<file path="src/rtl/mult_issue_ctrl.sv">
// Operand FIFO and start/valid sequencer in front of the 32x32 signed shift-add multiplier.
// Define MULT_TIMEOUT_EN to add the RUN watchdog (abort after TIMEOUT cycles, sticky timeout_err).
module mult_issue_ctrl #(
  parameter int DEPTH   = 4,
  parameter int CNT_W   = 3,
  parameter int TIMEOUT = 64
) (
  input  logic             clock,
  input  logic             reset_n,
  input  logic             in_valid,
  output logic             in_ready,
  input  logic [31:0]      in_mlier,
  input  logic [31:0]      in_mcand,
  output logic [31:0]      mul_mlier,
  output logic [31:0]      mul_mcand,
  output logic             mul_start,
  input  logic [63:0]      mul_prodt,
  input  logic             mul_valid,
  output logic             out_valid,
  input  logic             out_ready,
  output logic [63:0]      out_prodt,
  output logic             busy,
  output logic [CNT_W-1:0] fifo_count,
  output logic             timeout_err
);
  localparam int PTR_W = $clog2(DEPTH);

  typedef enum logic [1:0] {IDLE, RUN, RESULT, RECOVER} state_e;

  state_e           state_q, state_d;
  logic [63:0]      mem_q [DEPTH];
  logic [PTR_W-1:0] wr_ptr_q, wr_ptr_d;
  logic [PTR_W-1:0] rd_ptr_q, rd_ptr_d;
  logic [CNT_W-1:0] count_q, count_d;
  logic [31:0]      mlier_q, mlier_d;
  logic [31:0]      mcand_q, mcand_d;
  logic             start_q, start_d;
  logic             out_valid_q, out_valid_d;
  logic [63:0]      prodt_q, prodt_d;
  logic             push, pop;
  logic [63:0]      head;

`ifdef MULT_TIMEOUT_EN
  localparam int RC_W = $clog2(TIMEOUT + 1);
  logic [RC_W-1:0]  run_cnt_q, run_cnt_d;
  logic             timeout_err_q, timeout_err_d;
`else
  logic             unused_timeout;
  assign unused_timeout = (TIMEOUT > 0);
`endif

  // No push-through when full: in_ready ignores a same-cycle pop.
  assign in_ready = (count_q != CNT_W'(DEPTH));
  assign push     = in_valid && in_ready;
  assign pop      = (state_q == IDLE) && (count_q != '0);
  assign head     = mem_q[rd_ptr_q];

  always_comb begin
    state_d     = state_q;
    mlier_d     = mlier_q;
    mcand_d     = mcand_q;
    out_valid_d = out_valid_q;
    prodt_d     = prodt_q;
    wr_ptr_d    = push ? wr_ptr_q + PTR_W'(1) : wr_ptr_q;
    rd_ptr_d    = pop ? rd_ptr_q + PTR_W'(1) : rd_ptr_q;
    case ({push, pop})
      2'b10:   count_d = count_q + CNT_W'(1);
      2'b01:   count_d = count_q - CNT_W'(1);
      default: count_d = count_q;
    endcase
`ifdef MULT_TIMEOUT_EN
    run_cnt_d     = run_cnt_q;
    timeout_err_d = timeout_err_q;
`endif
    case (state_q)
      IDLE: begin
        if (pop) begin
          mlier_d = head[63:32];
          mcand_d = head[31:0];
          state_d = RUN;
`ifdef MULT_TIMEOUT_EN
          run_cnt_d = '0;
`endif
        end
      end
      RUN: begin
        if (mul_valid) begin
          prodt_d     = mul_prodt;
          out_valid_d = 1'b1;
          state_d     = RESULT;
        end
`ifdef MULT_TIMEOUT_EN
        else if (run_cnt_q == RC_W'(TIMEOUT - 1)) begin
          timeout_err_d = 1'b1;
          state_d       = RECOVER;
        end else begin
          run_cnt_d = run_cnt_q + RC_W'(1);
        end
`endif
      end
      RESULT: begin
        if (out_ready) begin
          out_valid_d = 1'b0;
          state_d     = IDLE;
        end
      end
      RECOVER: state_d = IDLE;
      default: state_d = IDLE;
    endcase
    // Start is a registered copy of "next state is RUN", so it drops the cycle RUN ends.
    start_d = (state_d == RUN);
  end

  always_ff @(posedge clock) begin
    if (push) begin
      mem_q[wr_ptr_q] <= {in_mlier, in_mcand};
    end
  end

  always_ff @(posedge clock) begin
    if (!reset_n) begin
      state_q     <= IDLE;
      wr_ptr_q    <= '0;
      rd_ptr_q    <= '0;
      count_q     <= '0;
      mlier_q     <= '0;
      mcand_q     <= '0;
      start_q     <= 1'b0;
      out_valid_q <= 1'b0;
      prodt_q     <= '0;
`ifdef MULT_TIMEOUT_EN
      run_cnt_q     <= '0;
      timeout_err_q <= 1'b0;
`endif
    end else begin
      state_q     <= state_d;
      wr_ptr_q    <= wr_ptr_d;
      rd_ptr_q    <= rd_ptr_d;
      count_q     <= count_d;
      mlier_q     <= mlier_d;
      mcand_q     <= mcand_d;
      start_q     <= start_d;
      out_valid_q <= out_valid_d;
      prodt_q     <= prodt_d;
`ifdef MULT_TIMEOUT_EN
      run_cnt_q     <= run_cnt_d;
      timeout_err_q <= timeout_err_d;
`endif
    end
  end

  assign mul_mlier  = mlier_q;
  assign mul_mcand  = mcand_q;
  assign mul_start  = start_q;
  assign out_valid  = out_valid_q;
  assign out_prodt  = prodt_q;
  assign busy       = (state_q != IDLE);
  assign fifo_count = count_q;
`ifdef MULT_TIMEOUT_EN
  assign timeout_err = timeout_err_q;
`else
  assign timeout_err = 1'b0;
`endif

endmodule

</file>
<file path="config.mk">
export PLATFORM = sky130hd
export DESIGN_NAME = mult_issue_ctrl
export DESIGN_NICKNAME = d
export VERILOG_FILES = /design/src/rtl/mult_issue_ctrl.sv
export SDC_FILE = /design/constraint.sdc
export NUM_CORES = 1
export LEC_CHECK = 0
export BUFFER_PORTS_ARGS = -buffer_cell sky130_fd_sc_hd__buf_2
export CORE_ASPECT_RATIO = 0.6
export CORE_MARGIN = 5
export CORE_UTILIZATION = 45
export CTS_CLUSTER_DIAMETER = 100
export DETAILED_ROUTE_END_ITERATION = 10
export GPL_ROUTABILITY_DRIVEN = 0
export PLACE_DENSITY = 0.7
export REMOVE_ABC_BUFFERS = 1
export SYNTH_ARGS = -nofsm -noshare
export SYNTH_HDL_FRONTEND = slang
export SYNTH_SLANG_ARGS = --single-unit
</file>
<file path="constraint.sdc">
create_clock -name clock -period 2.9 [get_ports clock]
set_input_delay 0.58 -clock clock [delete_from_list [all_inputs] [get_ports clock]]
set_output_delay 0.58 -clock clock [all_outputs]
set_load 0.03 [all_outputs]
</file>
Word-level counts from Yosys, hierarchy flattened
Memory sizes are Yosys's and may differ from the RTL's. A register that Yosys moved wholly into a read port is not among the register bits.
Cells that the tools add are included.
{"block": "op_classes", "reduce_logical": 11, "add_sub_neg": 4, "n_eq_ne": 9, "mux": 10}
{"cell": "case mux 2 bit (4 select lines)", "n": 1}
{"cell": "equality test 2 x 1 -> 1 bit, second input constant", "n": 3}
{"cell": "equality test 2 bit, second input constant", "n": 3}
{"cell": "two-way mux 2 bit", "n": 3}
{"cell": "case mux 3 bit (2 select lines)", "n": 1}
{"cell": "nonzero test 2 bit", "n": 3}
{"cell": "adder 2 x 1 -> 2 bit, second input constant", "n": 2}
{"cell": "two-way mux 1 bit", "n": 4}
{"cell": "!= test 2 bit, second input constant", "n": 2}
{"cell": "AND reduction 2 bit", "n": 2}
{"cell": "adder 3 x 1 -> 3 bit, second input constant", "n": 1}
{"cell": "!= test 3 bit, second input constant", "n": 1}
{"cell": "AND reduction 3 bit", "n": 1}
{"cell": "nonzero test 3 bit", "n": 1}
{"cell": "subtractor 3 x 1 -> 3 bit, second input constant", "n": 1}
{"cell": "logical AND 1 bit", "n": 2}
{"cell": "zero test 2 bit", "n": 1}
{"cell": "case mux 1 bit (2 select lines)", "n": 1}
{"cell": "zero test 1 bit", "n": 1}
{"block": "totals", "out_inout_bits": 136, "ff_bits": 75, "memories": 1, "in_bits": 133, "ram_bits": 256, "elab_cells": 42}
{"name": "mem_q", "words": 4, "width": 64, "rd": 1, "rd_clocked_by_memory_dff": 1, "write_ports": 1, "line_no": "31", "source": "logic [63:0] mem_q [DEPTH];"}

Depth between registers and ports, before layout
Gate-level depths: netlist (run 1).
{"block": "logic_depth", "word_depth": 5, "ltp_mapped": 9}

Worst setup path after synthesis (run 1)
OpenSTA, ideal clock, no wires.
{"block": "synth_path", "path_type": "flip-flop to flip-flop", "start": "register count_q[0], in the netlist fifo_count[0]", "end": "memory mem_q[0][0], enable pin", "path_buffers": 1, "stages_incl_launch_ff": 4, "t_arrival_ns": 2.830, "setup_ns": 0.429, "slack_ns": -0.359, "synth_period_minus_slack_ns": 3.259, "path_cell_list": "dfxtp_1 -> or3b_1 -> clkbuf_1 -> and3_1"}
{"block": "synth_between", "elab_chain_len": 4}
{"element": "from (decl)", "line_no": "34", "source": "logic [CNT_W-1:0] count_q, count_d;"}
{"element": "from (signal assigned)", "line_no": "139", "source": "count_q <= count_d;"}
{"element": "!= test 3 bit", "line_no": "53", "source": "assign in_ready = (count_q != CNT_W'(DEPTH));"}
{"element": "named net in_ready", "line_no": "11", "source": "output logic in_ready,"}
{"element": "logical AND 1 bit", "line_no": "54", "source": "assign push = in_valid && in_ready;"}
{"element": "two-way mux 1 bit", "line_no": "115", "source": "if (push) begin"}
{"element": "two-way mux 1 bit (implied by the code)", "line_no": "116", "source": "mem_q[wr_ptr_q] <= {in_mlier, in_mcand};"}
{"element": "to (decl)", "line_no": "31"}
The timed path passes the listed nets, and every way through them passes these cells.

Worst setup path in the final report (run 1)
{"block": "layout_path", "start": "register count_q[2], in the netlist fifo_count[2]", "end": "register count_q[2], in the netlist fifo_count[2]"}
{"block": "layout_between", "elab_chain_len": 4, "elab_cells_between_ends": 10, "classes_between": "2 x add/sub; 3 x eq/ne; 1 x mux; 4 x reduce/logical"}
{"element": "!= test 3 bit / nonzero test 3 bit (equally long branches)", "line_no": "53, 55"}
{"element": "logical AND 1 bit, on equally long branches", "line_no": "54, 55"}
{"element": "equality test 2 x 1 -> 1 bit / equality test 2 bit (equally long branches)", "line_no": "66", "source": "case ({push, pop})"}
{"element": "case mux 3 bit (2 select lines) / nonzero test 2 bit (equally long branches)"}
Several ways; a longest one is shown, not always the timed one.
A chain may end at the register's enable or synchronous reset.

==> out/results.ini, run 1 <==
[outcome]
outcome=complete, no violations

[logic_synthesis]
synth_simple_gate_area_frac=0.0454
post_synth_inst_count=827
synth_xor_area_frac=0.00125
synth_edf_count=256
syn_avg_cell_area_sq_um=17.0
yosys_warnings=0
yosysSeqAreaShare=0.745
ys.flop_type=edfxtp_1
synthMuxAreaShare=0.103
synth-compound-area-share=0.0700
async_flop_share=0
synthAdderAreaFrac=0.00587
synth_top_family_by_area=multiplexers
synth-seq-cells=395
syn-cell-area_sq_mm=0.0141
ys_types=36

[global_route]
grt_pass1_wl_mm=47.5
grt.total_usage=0.173
grt_antenna_before_repair=3
grt_remaining_overflow=0
grt_pass1_vias=8178
grt_max_degree=74

[power]
leakagePower_nw=6.26
peakVddDrop_mv=0.868
powerDensity_mw_per_mm2=951

[finish]
fin_area_sq_mm=0.0169
final_nets=1231
syn2layout_area_growth_pct=20.3
layout_common_cells=buf_2, edfxtp_1, dfxtp_1
final_common_cell=buf_2
drive_above_1_share=0.366

[floorplan]
dieArea_sq_mm=0.0350
coreArea_sq_mm=0.0310
die_h_um=147
ios=269
fp-row-count=50
start_util=0.454
die_w_um=238

[setup_path]
startpoint=fifo_count[2]
end_kind=flop
r2r_slack_ps=560
arrival_ps=2780
crit_type=reg2reg
start_kind=flop
crit_path_max_fanout=10
required_ps=3340
r2r_cells=8
r2r-start=fifo_count[2]
reg2reg_to=fifo_count[2]

[worst_hold_path]
hold_depth=1
min_path_type=in2reg
hold_end=mem_q[3][19]
worstHoldStart=in_mcand[19]

[flow_run]
max_cap_viol_count=0

[cts]
cts_inserted_buffers=37
clk_latency_ps=510
root_buffer=clkbuf_16
ctsResizeCount=0
numClockSinks=395
clockBufferDepth=3
h-tree-depth=2
cts.clk_slew.worst_paths_ps=60
cts_tree=yes
postCtsSetupBuffers=0
hold_buffers=0

[drt]
vias=7897
route.detailed.drc=0
firstDrtPassIters=5
drtAntennaViolNets=0
route.final.wire_length_mm=30.9
drt_iter0_drc=537
wl_per_cell_um=20.1
vias_per_cell=5.14

[place]
port-buffer-count=267
pre_cts_ws_ps=591
dpl_cell_area_sq_mm=0.0157
dp_hpwl_mm=19.2

[sta]
fin_crit_sh=0.807
fmaxAchievable_mhz=427
finalSetupViolations=0
tightest_slew_ps=933
fin_ws_ps=559
fin_skew_ps=12.9
finalMaxSlewViolations=0
finalHoldViolCount=0
relSlewSlack=0.378
fin_crit_ps=2340
rsz0062_at_grt=no

-- final cells by class --
| cell class | count | area (sq um) |
|---|---|---|
| Fill cell | 2478 | 14100 |
| Sequential cell | 395 | 10500 |
| Multi-Input combinational cell | 371 | 3200 |
| Timing Repair Buffer | 280 | 1520 |
| Clock buffer | 48 | 987 |
| Tap cell | 416 | 520 |
| Clock inverter | 17 | 184 |
| Inverter | 7 | 26.3 |
| Antenna cell | 1 | 2.50 |
-- state kept, by name, indices dropped and copies added (netlist names) --
register	flops
fifo_count	3
mem_q	256
mul_mcand	32
mul_mlier	32
mul_start	1
out_prodt	64
out_valid	1
rd_ptr_q	2
state_q	2
wr_ptr_q	2
-- worst max-delay path by stage --
| stage | slack (ps) | end |
|---|---|---|
| CTS | 540 | fifo_count[2] |
| finish | 560 | fifo_count[2] |
| global placement | 610 | fifo_count[2] |
| floorplan | -860 | mul_mlier[1] |
| global route | 400 | fifo_count[2] |
| detailed placement | 590 | fifo_count[2] |
-- cell families (layout without fill, tap and decap cells) --
family                     after synthesis  in the layout
adders and majority gates                6              6
and+or+nand+nor                        153            153
DFF                                    395            395
xor gates and xnor gates                 2              2
muxes                                   64             64
other                                    1              2
buffers and inverters                   61            352
AOI/OAI and AO/OA                      145            145
-- critical path, cell delays in order (launching register included) --
cell and delay [ps]:
dfxtp_1 390, or3b_1 520, nand2_1 140, ha_1 180, inv_1 60, fa_1 370, xor2_1 160, or3_1 310
a21oi_1 150
-- synthesized netlist by cell type, types with 2 or more instances --
| library cell | n | area share |
|---|---|---|
| xor2_1 | 2 | 0.0012 |
| nor2_1 | 7 | 0.0019 |
| nand2_1 | 129 | 0.034 |
| clkbuf_1 | 12 | 0.0032 |
| buf_4 | 2 | 0.0011 |
| a22o_1 | 64 | 0.040 |
| o21a_1 | 3 | 0.0016 |
| buf_2 | 5 | 0.0018 |
| mux4_2 | 64 | 0.10 |
| dfxtp_1 | 139 | 0.20 |
| a21o_1 | 2 | 0.0011 |
| dlygate4sd1_1 | 6 | 0.0037 |
| or3_1 | 2 | 0.00089 |
| nand3_1 | 2 | 0.00071 |
| inv_1 | 7 | 0.0019 |
| buf_6 | 18 | 0.014 |
| ha_1 | 5 | 0.0045 |
| and3_1 | 4 | 0.0018 |
| o21ai_0 | 2 | 0.00071 |
| buf_1 | 10 | 0.0027 |
| a21oi_1 | 72 | 0.026 |
| edfxtp_1 | 256 | 0.55 |
-- power breakdown --
group	internal (mW)	switching, mW
sequential	6.82	0.564
clock	2.69	2.02
combinational	1.55	2.44
total	11.1	5.02
-- stage by stage --
step	util	total power, mW	TNS [ps]	hold slack (ps)	instances
after floorplan	-	10.1	-101490	521	773
after global placement	0.508	11.5	0	438	1469
after detailed placement	0.508	11.6	0	443	1469
after CTS	0.546	16.3	0	250	1534
after global routing	0.546	16.9	0	253	1535
final	0.546	16.1	0	279	1535
-- layer usage --
| layer | vias to the layer above | GRT usage | part of all wire |
|---|---|---|---|
| li1 | 3683 | - | - |
| met1 | 3985 | 0.239 | 0.45 |
| met3 | 57 | 0.0501 | 0.057 |
| met4 | 4 | 0.0459 | 0.021 |
| met2 | 168 | 0.273 | 0.47 |
| met5 | - | 0 | 0.00081 |
Power figures use the tool's default switching activity.
==> run 2: changes to the inputs <==
==> constraint.sdc (replaced) <==
create_clock -name clock -period 2.1 [get_ports clock]
set_input_delay 0.42 -clock clock [delete_from_list [all_inputs] [get_ports clock]]
set_output_delay 0.42 -clock clock [all_outputs]
set_load 0.03 [all_outputs]
==> run 2 against run 1 <==
Compared with the run above:
- register-to-register slack got worse by 510 ps
- largest cell class unchanged
- sequential cell count stayed put
- critical path depth did not move
- die area is the same
- wire length decreased by 2.3%
==> out/results.ini, run 2 (synthesis gave the netlist of run 1 again) <==
[setup_path]
start_kind=flop  ; unchanged
crit_type=reg2reg  ; unchanged
r2r-start=fifo_count[0]  ; was fifo_count[2]
end_kind=flop  ; unchanged
reg2reg_to=fifo_count[2]  ; unchanged
r2r_slack_ps=50  ; was 560 ps
crit_path_max_fanout=2  ; was 10
required_ps=2550  ; was 3340 ps
r2r_cells=8  ; unchanged
arrival_ps=2500  ; was 2780 ps

[floorplan]
die_w_um=238  ; unchanged
start_util=0.454  ; unchanged
coreArea_sq_mm=0.0310  ; unchanged
die_h_um=147  ; unchanged
fp-row-count=50  ; unchanged
dieArea_sq_mm=0.0350  ; unchanged
ios=269  ; unchanged

[power]
clock_power_share=0.286  ; was 0.293
sw_frac_of_total=0.308  ; was 0.312
p_int_mw=15.4  ; was 11.1 mW
p_total_mw=22.3  ; was 16.1 mW
powerDensity_mw_per_mm2=1310  ; was 951 mW/mm^2
seqPwrFrac=0.449  ; was 0.459
peakVddDrop_mv=0.777  ; was 0.868 mV
switchingPower_mw=6.85  ; was 5.02 mW
comb_power_share=0.265  ; was 0.248
leakagePower_nw=6.31  ; was 6.26 nW

[cts]
h-tree-depth=2  ; unchanged
numClockSinks=395  ; unchanged
postCtsSetupBuffers=0  ; unchanged
cts_inserted_buffers=36  ; was 37
hold_buffers=0  ; unchanged
root_buffer=clkbuf_16  ; unchanged
cts_tree=yes  ; unchanged
cts.clk_slew.worst_paths_ps=60  ; about the same
ctsResizeCount=0  ; unchanged
clk_latency_ps=510  ; about the same
clockBufferDepth=3  ; unchanged

[drt]
drt_iter0_drc=477  ; was 537
vias=7961  ; was 7897
wl_per_cell_um=19.5  ; was 20.1 um
route.detailed.drc=0  ; unchanged
vias_per_cell=5.16  ; was 5.14
drtAntennaViolNets=0  ; unchanged
firstDrtPassIters=4  ; was 5
route.final.wire_length_mm=30.1  ; was 30.9 mm

[global_route]
grt_max_degree=74  ; unchanged
grt_pass1_vias=8217  ; was 8178
grt_antenna_before_repair=5  ; was 3
grt.total_usage=0.169  ; was 0.173
grt_pass1_wl_mm=46.7  ; was 47.5 mm
grt_remaining_overflow=0  ; unchanged

[sta]
finalHoldViolCount=0  ; unchanged
fmaxAchievable_mhz=489  ; was 427 MHz
relSlewSlack=0.299  ; was 0.378
rsz0062_at_grt=yes  ; was no
tightest_slew_ps=1050  ; was 933 ps
finalMaxSlewViolations=0  ; unchanged
fin_skew_ps=9.50  ; was 12.9 ps
fin_crit_ps=2050  ; was 2340 ps
fin_crit_sh=0.974  ; was 0.807
finalSetupViolations=0  ; unchanged

[flow_run]
max_cap_viol_count=0  ; unchanged

[finish]
layout_common_cells=buf_2, edfxtp_1, dfxtp_1  ; unchanged
final_common_cell=buf_2  ; unchanged
regArea_sq_mm=0.0105  ; unchanged
fin_area_sq_mm=0.0170  ; was 0.0169 sq mm
drive_above_1_share=0.368  ; was 0.366
largest_reg_flops=256  ; unchanged
final_nets=1238  ; was 1231
fillers=2452  ; was 2478
largest_register=mem_q  ; unchanged
fin_cells=1543  ; was 1535
utilization=0.548  ; was 0.546
syn2layout_area_growth_pct=20.8  ; was 20.3%
multi_input_area_sq_mm=0.00321  ; was 0.00320 sq mm

[worst_hold_path]
hold_depth=1  ; unchanged
worstHoldStart=in_mlier[14]  ; was in_mcand[19]
min_path_type=in2reg  ; unchanged
hold_end=mem_q[3][46]  ; was mem_q[3][19]

[place]
port-buffer-count=267  ; unchanged
dpl_cell_area_sq_mm=0.0158  ; was 0.0157 sq mm
dp_cells=1477  ; was 1469
dp_hpwl_mm=18.7  ; was 19.2 mm

[outcome]
outcome=complete, no violations  ; unchanged

[run 2: layout make-up]
type / instances / share of cell area
diodes: 2 / 0.000295
clock buffers: 49 / 0.0584
clock inverters: 15 / 0.00855
inverters: 7 / 0.00155
multi-input cells: 371 / 0.189
flip-flops and latches: 395 / 0.617
well taps: 416 / 0.0307
repair buffers: 288 / 0.0946
[run 2: critical path, cell delays in order (launching register included)]
cell     delay, ps
dfxtp_1        300
or3b_1         390
nand2_1         80
ha_2           180
inv_1           50
fa_2           330
xor2_1         150
or3_1          390
a21oi_2        110
[run 2: how the worst max path moves through the flow]
| stage | start | to | slack (ps) | cells after the start |
|---|---|---|---|---|
| finish | fifo_count[0] | fifo_count[2] | 50 | 8 |
| global route | state_q[1] | fifo_count[2] | -50 | 8 |
| CTS | fifo_count[0] | fifo_count[2] | 50 | 8 |
| detailed placement | fifo_count[0] | fifo_count[2] | 80 | 8 |
| global placement | fifo_count[0] | fifo_count[2] | 90 | 8 |
| floorplan | rd_ptr_q[0] | mul_mlier[1] | -1660 | 2 |
[run 2: power groups by stage]
stage / registers, mW / logic (mW) / clock network [mW]
2_1_floorplan: 11.6 / 2.38 / 0
3_3_place_gp: 10.1 / 5.89 / 0
3_5_place_dp: 10.2 / 5.96 / 0
4_1_cts: 10.0 / 5.98 / 6.55
5_1_grt: 10.1 / 6.35 / 6.89
6_report: 10.0 / 5.90 / 6.37
[run 2: routing by layer]
layer  part of all wire  wire, um  GRT usage
met1               0.45     13400      0.234
met5             0.0020        61          0
met2               0.48     14300      0.271
met3              0.060      1800     0.0467
met4              0.018       534     0.0399
[run 2: stage by stage]
step	hold WS (ps)	setup TNS, ps	worst slack [ps]
4_1_cts	85.5	0	46.8
3_5_place_dp	444	0	75.9
2_1_floorplan	519	-359740	-1660
3_3_place_gp	438	0	85.3
6_report	112	0	53.8
5_1_grt	90.2	-50.2	-50.2
==> run 3: changes to the inputs <==
--- a/config.mk
+++ b/config.mk
@@ -12,7 +12,7 @@
 export CTS_CLUSTER_DIAMETER = 100
 export DETAILED_ROUTE_END_ITERATION = 10
 export GPL_ROUTABILITY_DRIVEN = 0
-export PLACE_DENSITY = 0.7
+export PLACE_DENSITY = 0.67
 export REMOVE_ABC_BUFFERS = 1
 export SYNTH_ARGS = -nofsm -noshare
 export SYNTH_HDL_FRONTEND = slang
==> run 3 against run 2 <==
Compared with the run above:
- core utilization is 0.36 points higher
- via count is 0.28% higher
- global-route usage is 0.51 points higher
- combinational power hardly changed
- sequential cell count stayed put
- worst setup slack better by 13 ps
- fmax is 0.63% higher
- final cell count is 0.19% higher
- final area is 0.66% higher
- first-iteration DRC count is 14% lower
- sequential power hardly changed
- clock power is 6.4% higher
==> out/results.ini, run 3 (synthesis gave the netlist of run 1 again) <==
[cts]
h-tree-depth=2  ; unchanged
clockBufferDepth=3  ; unchanged
cts_tree=yes  ; unchanged
numClockSinks=395  ; unchanged
root_buffer=clkbuf_16  ; unchanged
hold_buffers=0  ; unchanged
postCtsSetupBuffers=0  ; unchanged
cts_inserted_buffers=37  ; was 36
clk_latency_ps=530  ; was 510 ps
cts.clk_slew.worst_paths_ps=60  ; about the same
ctsResizeCount=0  ; unchanged

[setup_path]
start_kind=flop  ; unchanged
arrival_ps=2480  ; was 2500 ps
cp_slowest_stage_delay_ps=410  ; was 390 ps
r2r_slack_ps=70  ; was 50 ps
crit_buf_inv=1  ; unchanged
crit_path_max_fanout=2  ; unchanged
r2r_cells=8  ; unchanged
crit_path_cell_trace=or3b_4, nand2_2, ha_2, inv_1, fa_2, xor2_1, or3_1, a21oi_1  ; was or3b_1, nand2_1, ha_2, inv_1, fa_2, xor2_1, or3_1, a21oi_2
end_kind=flop  ; unchanged
crit_type=reg2reg  ; unchanged
r2r-start=fifo_count[0]  ; unchanged
reg2reg_to=fifo_count[2]  ; unchanged
required_ps=2540  ; was 2550 ps
path_delay_family=simple AND/OR/NAND/NOR gates  ; unchanged
critical-path-slowest-cell=or3b_4  ; was or3b_1

[global_route]
grt_remaining_overflow=0  ; unchanged
grt_pass1_vias=8345  ; was 8217
grt_antenna_before_repair=3  ; was 5
grt_max_degree=74  ; unchanged
grt.total_usage=0.174  ; was 0.169
grt_pass1_wl_mm=48.1  ; was 46.7 mm

[finish]
syn2layout_area_growth_pct=21.6  ; was 20.8%
final_nets=1241  ; was 1238
largest_reg_flops=256  ; unchanged
drive_above_1_share=0.380  ; was 0.368
fin_cells=1546  ; was 1543
multi_input_area_sq_mm=0.00321  ; about the same
fillers=2475  ; was 2452
largest_register=mem_q  ; unchanged
layout_common_cells=buf_2, edfxtp_1, dfxtp_1  ; unchanged
fin_area_sq_mm=0.0171  ; was 0.0170 sq mm
utilization=0.552  ; was 0.548
antenna_cells=0  ; was 2
final_common_cell=buf_2  ; unchanged
regArea_sq_mm=0.0105  ; about the same

[place]
dp_hpwl_mm=19.1  ; was 18.7 mm
dp_cells=1479  ; was 1477
dpl_cell_area_sq_mm=0.0158  ; about the same
port-buffer-count=267  ; unchanged

[sta]
fin_skew_ps=8.62  ; was 9.50 ps
finalSetupViolations=0  ; unchanged
finalHoldWorstSlack_ps=108  ; was 112 ps
relSlewSlack=0.285  ; was 0.299
finalMaxSlewViolations=0  ; unchanged
fin_crit_ps=2030  ; was 2050 ps
rsz0062_at_grt=no  ; was yes
finalHoldViolCount=0  ; unchanged
tightest_slew_ps=1070  ; was 1050 ps
fin_crit_sh=0.968  ; was 0.974
fmaxAchievable_mhz=492  ; was 489 MHz

[drt]
drtAntennaViolNets=0  ; unchanged
vias_per_cell=5.16  ; about the same
firstDrtPassIters=5  ; was 4
drt_iter0_drc=408  ; was 477
route.final.wire_length_mm=30.7  ; was 30.1 mm
route.detailed.drc=0  ; unchanged
wl_met3_mm=1.84  ; was 1.80 mm
met2_length_mm=14.9  ; was 14.3 mm
vias=7983  ; was 7961
top_layer_used=met5  ; unchanged
wl_met1_mm=13.2  ; was 13.4 mm
wl_per_cell_um=19.9  ; was 19.5 um

[floorplan]
die_h_um=147  ; unchanged
start_util=0.454  ; unchanged
die_w_um=238  ; unchanged
fp-row-count=50  ; unchanged
dieArea_sq_mm=0.0350  ; unchanged
ios=269  ; unchanged
coreArea_sq_mm=0.0310  ; unchanged

[worst_hold_path]
worstHoldStart=in_mcand[10]  ; was in_mlier[14]
min_path_type=in2reg  ; unchanged
hold_end=mem_q[1][10]  ; was mem_q[3][46]
hold_depth=1  ; unchanged

[power]
leakagePower_nw=6.38  ; was 6.31 nW
powerDensity_mw_per_mm2=1330  ; was 1310 mW/mm^2
peakVddDrop_mv=0.862  ; was 0.777 mV
p_total_mw=22.7  ; was 22.3 mW

[flow_run]
max_cap_viol_count=0  ; unchanged

[outcome]
outcome=complete, no violations  ; unchanged

run 3: cell count changes in the layout (fill, tap and decap cells not counted), moves of 2 or more:
cell      delta
buf_4        +2
clkinv_2     +4
clkinv_1     -6
diode_2      -2
clkinv_8     +2
clkbuf_8     +4
clkbuf_1     -3
inv_6        +2
run 3: cell type report:
| class | count | share of cell area |
|---|---|---|
| Clock buffer | 51 | 0.0620 |
| Clock inverter | 16 | 0.0110 |
| Inverter | 7 | 0.00154 |
| Multi-Input combinational cell | 371 | 0.188 |
| Sequential cell | 395 | 0.613 |
| Tap cell | 416 | 0.0305 |
| Timing Repair Buffer | 290 | 0.0944 |
run 3: layer usage:
layer	GRT usage	up-vias
met5	0	-
met4	0.0459	6
met3	0.0467	53
met2	0.280	200
met1	0.239	4026
li1	-	3698
run 3: report_power, final:
part | switching, mW | leakage [nW] | internal [mW]
Combinational | 3.60 | 2.28 | 2.32
Clock | 2.84 | 0.618 | 3.94
Sequential | 0.585 | 3.48 | 9.43
Total | 7.03 | 6.38 | 15.7
run 3: worst max-delay path by stage:
stage,from,endpoint,slack [ps],cells after the start
6_report,fifo_count[0],fifo_count[2],70,8
5_1_grt,fifo_count[0],fifo_count[2],5,8
4_1_cts,fifo_count[0],fifo_count[2],30,8
3_5_place_dp,fifo_count[0],fifo_count[2],50,8
3_3_place_gp,fifo_count[0],fifo_count[2],70,8
2_1_floorplan,rd_ptr_q[0],mul_mlier[1],-1660,2
run 3: through the flow:
stage | TNS (ps) | worst slack (ps)
2_1_floorplan | -359740 | -1660
3_3_place_gp | 0 | 70.6
3_5_place_dp | 0 | 52.4
4_1_cts | 0 | 25.2
5_1_grt | 0 | 4.56
6_report | 0 | 66.5
